**src/rtl/prover_shuffle_early_ctrl.sv**
```systemverilog
// Sequencer for the early-round beta shuffle network. It steps the shuffle through every layer,
// starting from a restart at layer 0. After each layer settles it launches all evaluator lanes
// together and collects their completions. A one-cycle done_pulse marks the end of the round.
module prover_shuffle_early_ctrl #(
  parameter int nValBits = 3,
  parameter int nParBits = 1,
  localparam int nValBitsPer = nValBits - nParBits,
  localparam int nValsPer    = 1 << nValBitsPer,
  localparam int nParallel   = 1 << nParBits,
  localparam int nLayers     = nValBitsPer + 1
) (
  input  logic                   clk,
  input  logic                   rstb,
  input  logic                   start,
  output logic                   busy,
  output logic                   done_pulse,
  output logic                   shuf_en,
  output logic                   shuf_restart,
  input  logic                   shuf_ready_pulse,
  output logic [nValBitsPer:0]   layer,
  output logic [nValBitsPer:0]   eval_count,
  output logic [nParallel-1:0]   eval_go,
  input  logic [nParallel-1:0]   eval_done
);

  localparam int LW = nValBitsPer + 1;
  localparam logic [LW-1:0] LastLayer = LW'(nLayers - 1);
  localparam logic [LW-1:0] ValsPer   = LW'(nValsPer);

  localparam logic [2:0] StIdle     = 3'd0;
  localparam logic [2:0] StArm      = 3'd1;
  localparam logic [2:0] StShuf     = 3'd2;
  localparam logic [2:0] StShufWait = 3'd3;
  localparam logic [2:0] StEvalGo   = 3'd4;
  localparam logic [2:0] StEvalWait = 3'd5;
  localparam logic [2:0] StNext     = 3'd6;

  if (nParBits < 1) begin : g_bad_par
    $error("prover_shuffle_early_ctrl: nParBits must be at least 1");
  end
  if (nValBits <= nParBits) begin : g_bad_val
    $error("prover_shuffle_early_ctrl: nValBits must exceed nParBits");
  end

  logic [2:0]           state_q, state_d;
  logic [LW-1:0]        layer_d, eval_count_d;
  logic                 shuf_en_d, shuf_restart_d, done_pulse_d;
  logic [nParallel-1:0] eval_go_d, sticky_q, sticky_d;

  // Next-state and next-output decode; outputs are computed for the state being entered so
  // that every port comes straight from a flop.
  always_comb begin
    state_d        = state_q;
    layer_d        = layer;
    eval_count_d   = eval_count;
    shuf_en_d      = shuf_en;
    shuf_restart_d = 1'b0;
    eval_go_d      = '0;
    done_pulse_d   = 1'b0;
    sticky_d       = sticky_q;
    case (state_q)
      StIdle: begin
        if (start) begin
          layer_d   = '0;
          shuf_en_d = 1'b0;
          state_d   = StArm;
        end
      end
      StArm: begin
        // en has been low for a full cycle, so this rising edge is seen by the shuffle
        shuf_en_d      = 1'b1;
        shuf_restart_d = (layer_d == '0);
        state_d        = StShuf;
      end
      StShuf: begin
        shuf_en_d = 1'b1;
        sticky_d  = '0;
        state_d   = StShufWait;
      end
      StShufWait: begin
        if (shuf_ready_pulse) begin
          eval_go_d    = '1;
          shuf_en_d    = 1'b0;
          eval_count_d = ValsPer >> layer;
          state_d      = StEvalGo;
        end
      end
      StEvalGo: begin
        state_d = StEvalWait;
      end
      StEvalWait: begin
        sticky_d = sticky_q | eval_done;
        if (&sticky_d) state_d = StNext;
      end
      StNext: begin
        if (layer == LastLayer) begin
          done_pulse_d = 1'b1;
          state_d      = StIdle;
        end else begin
          layer_d        = layer + 1'b1;
          shuf_en_d      = 1'b1;
          shuf_restart_d = (layer_d == '0);
          state_d        = StShuf;
        end
      end
      default: begin
        state_d = StIdle;
      end
    endcase
  end

  // State and registered outputs; shuf_en resets high to match the shuffle's delayed-en flop.
  always_ff @(posedge clk or negedge rstb) begin
    if (!rstb) begin
      state_q      <= StIdle;
      layer        <= '0;
      eval_count   <= ValsPer;
      shuf_en      <= 1'b1;
      shuf_restart <= 1'b0;
      eval_go      <= '0;
      done_pulse   <= 1'b0;
      busy         <= 1'b0;
      sticky_q     <= '0;
    end else begin
      state_q      <= state_d;
      layer        <= layer_d;
      eval_count   <= eval_count_d;
      shuf_en      <= shuf_en_d;
      shuf_restart <= shuf_restart_d;
      eval_go      <= eval_go_d;
      done_pulse   <= done_pulse_d;
      busy         <= (state_d != StIdle);
      sticky_q     <= sticky_d;
    end
  end

endmodule
```
**config.mk**
```make
export PLATFORM = sky130hd
export DESIGN_NAME = prover_shuffle_early_ctrl
export DESIGN_NICKNAME = d
export VERILOG_FILES = /design/src/rtl/prover_shuffle_early_ctrl.sv
export SDC_FILE = /design/constraint.sdc
export NUM_CORES = 1
export LEC_CHECK = 0
export BUFFER_PORTS_ARGS = -buffer_cell sky130_fd_sc_hd__buf_2
export CAP_MARGIN = 20
export CORE_ASPECT_RATIO = 1.5
export CORE_MARGIN = 2
export CORE_UTILIZATION = 26
export DETAILED_ROUTE_END_ITERATION = 6
export GPL_ROUTABILITY_DRIVEN = 0
export PLACE_DENSITY = 0.53
export SYNTH_ARGS = -nofsm -noshare
export SYNTH_HDL_FRONTEND = slang
export SYNTH_SLANG_ARGS = --single-unit
```
**constraint.sdc**
```tcl
create_clock -name clk -period 2 [get_ports clk]
set_clock_uncertainty 0.1 [all_clocks]
set_input_delay 0.4 -clock clk [delete_from_list [all_inputs] [get_ports clk]]
set_output_delay 0.4 -clock clk [all_outputs]
set_load 0.1 [all_outputs]
```
==> impl_summary.log <==
[metrics] status: finished, final reports clean
[metrics] fraction of synthesized cell area taken by the top area cell type: 39.4%
[metrics] sinks on the clock net: 16
[metrics] cell taking the most area after synthesis: dfrtp_1
[metrics] total standard cell area after synthesis: slightly below 900 um2
[metrics] final hold violations: 0
[metrics] RSZ-0062 raised after global routing: false
[metrics] Final ANT Viol Nets: 0
[metrics] Yosys warning count: 0
[metrics] Worst Setup Path Type: reg -> out
[metrics] worst-skew pair later-pin latency: 250 ps
[metrics] die extent in x: 51.8 um
[metrics] per-cell routed wire length: between 10 and 15 um
[metrics] CTS max path bufs: 2
[metrics] antenna diode count: 0
[metrics] nets in the synthesized netlist: 100
[metrics] count of nets after finishing: ~120
[metrics] Worst Path Required: 1500 ps
[metrics] launch point of the worst hold path: start
[metrics] number of setup violations in the final report: 0
[metrics] Worst Tran Pin Value: 486 ps
[metrics] count of filler cells inserted in the layout: 356
[metrics] max-capacitance violation count: 0
[metrics] Root Buffer Master: clkbuf_8
[metrics] PostCTS Resize Cnt: 0
[metrics] wire length reported by the detailed router: 1.88 mm
[metrics] number of stages on the worst setup path: 1
[metrics] worst min-delay path endpoint: busy
[metrics] core area: 3350 um2
[metrics] detailed placer's ending HPWL: 1.44 mm
[metrics] most frequent cells in the layout: buf_2 (17), dfrtp_1 (13), nand2_1 (9), nand2b_1 (7)
[metrics] final critical-path share of the clock period: about 85%
[metrics] setup slack, reg-to-reg: 480 ps
[metrics] count of mapped cells out of synthesis: 89
[metrics] average via count per standard cell: 4.79
[metrics] Top delay family on crit path: flip-flops
[metrics] average footprint of a synthesized cell: 10.0 um2
[metrics] signal arrival time at the worst endpoint: 1200 ps
[metrics] Area Growth Syn to Fin: 17.9%
[metrics] remaining max-slew budget at the tightest pin: 67.8%
[metrics] via count of the first global-routing pass: 698
[metrics] 1st-iter DRT viols: 15
[metrics] first-pass GRT wire length: about 3.1 mm
[metrics] cell types occupying the most area after synthesis: dfrtp_1 (39%), ha_1 (7.0%), dfstp_2 (5.9%)
[metrics] Setup Fix Bufs, Post-CTS: 0
[metrics] TNS Setup: 0 ps
[metrics] I/O Buffers: 17
[metrics] Hold Buf Count CTS: 1
[metrics] DR DRC count: 0
[metrics] initial cell density of the core: 26.5%
[metrics] ratio of cells with drive above 1 in the final layout: a little over a quarter
[metrics] die area: 3920 um2
[metrics] register bit count reported by yosys: 16
[metrics] CP Cell Sequence: buf_2
[metrics] sequential element share of the synthesized area: 45.3%
[metrics] overall routing resource usage: 10.7%
[metrics] die height: roughly 76 um
[metrics] pins over their slew limit: 0
[metrics] clock tree from TritonCTS: yes
[metrics] number of buffer and inverter stages on the critical path: 1
[metrics] launching element type of the critical path: flop
[metrics] destination of the worst register-to-register timing path: state_q[1]
[metrics] hold-critical path depth: 3
[metrics] Slowest Stage Delay on Critical Path: ~530 ps
[metrics] total gr overflow: 0
[metrics] length of the first detailed-routing pass in iterations: 4
[metrics] antenna violations before repair: 0
[metrics] pin count of the biggest net entering global routing: 17
[metrics] most common cell after layout, fill and taps aside: buf_2
[metrics] number of top-level design ports: 18
[metrics] Critical-path top delay cell: dfstp_2
[metrics] worst hold path class: in -> reg
[metrics] clock-pin slew on the worst setup and hold paths: 60 ps
[metrics] R2R depth: 5
[metrics] count of distinct cell types in the synthesized netlist: 31
[metrics] capturing element type of the critical path: output port
[metrics] peak clock frequency supported by timing: 0.588 GHz
[metrics] startpoint of the lowest-slack register-to-register path: layer[0]
[metrics] Row Count: 26
[metrics] Via Count: 714
[metrics] peak fanout along the critical path: 2
[metrics] Critical Path Source: shuf_en
[metrics] number of buffers created by CTS: 3
[metrics] Tmin final: 1700 ps
[metrics] count of H-tree levels built during CTS: 1
## logic make-up after synthesis
| logic type | Yosys count | share of synthesized area (%) |
|---|---|---|
| flops | 16 | 45.3 |
| compound gates | 25 | 18.6 |
| simple gates | 32 | 21.8 |
| buf+inv | 11 | 7.31 |
| fa+ha+maj | 5 | 7.03 |
## cell usage after synthesis
| cell | n |
|---|---|
| a211oi_2 | 1 |
| a21o_1 | 1 |
| a21oi_1 | 5 |
| a22o_1 | 1 |
| a31o_1 | 1 |
| a41oi_1 | 1 |
| and2b_1 | 2 |
| and3b_1 | 1 |
| buf_2 | 1 |
| buf_4 | 2 |
| buf_6 | 2 |
| dfrtp_1 | 14 |
| dfstp_2 | 2 |
| ha_1 | 5 |
| inv_1 | 6 |
| nand2_1 | 9 |
| nand2b_1 | 7 |
| nand3b_1 | 1 |
| nand4_1 | 1 |
| nand4b_4 | 1 |
| nor2_1 | 5 |
| nor2b_1 | 2 |
| nor3_1 | 1 |
| nor4_1 | 1 |
| nor4_2 | 1 |
| o211ai_1 | 1 |
| o21ai_0 | 1 |
| o21ai_1 | 6 |
| o22ai_1 | 5 |
| o31ai_1 | 1 |
| o31ai_2 | 1 |
## worst max-delay path by stage
| stage | slack (ps) | to |
|---|---|---|
| 2_1_floorplan | 20 | state_q[1] |
| 3_3_place_gp | 550 | state_q[1] |
| 3_5_place_dp | 490 | state_q[1] |
| 4_1_cts | 290 | shuf_en |
| 5_1_grt | 280 | shuf_en |
| 6_report | 300 | shuf_en |
## through the flow
stage                     cells  area [um2]  utilization [%]  setup WS [ps]  hold WS [ps]
final                       149        1050             31.3            300           337
after floorplan              89         891                -           23.0          4.41
after global placement      144         993             29.6            546           234
after detailed placement    144         993             29.6            491           234
after CTS                   149        1050             31.3            292           334
after global routing        149        1050             31.3            277           384
## layer usage
metal	routed length (um)	track usage (%)
met1	783	11.3
met2	982	19.8
met3	56	0.784
met4	59	7.60
met5	0	0
## state kept, by name (all words and copies together), names as in the netlist
register      cells
shuf_en           1
eval_count        3
sticky_q          2
busy              1
done_pulse        1
shuf_restart      1
layer             3
eval_go           1
state_q           3
## final cells by class
cell class                      instances  area (um2)  area share, %
Clock buffer                            4        45.0           4.30
Inverter                                6        22.5           2.15
Multi-Input combinational cell         62         422           40.2
Sequential cell                        16         404           38.5
Tap cell                               42        52.6           5.01
Timing Repair Buffer                   19         103           9.79
Power is left out: the tool's default activity adds up to more than one toggle a clock period on the data nets, which glitch-free logic cannot reach.
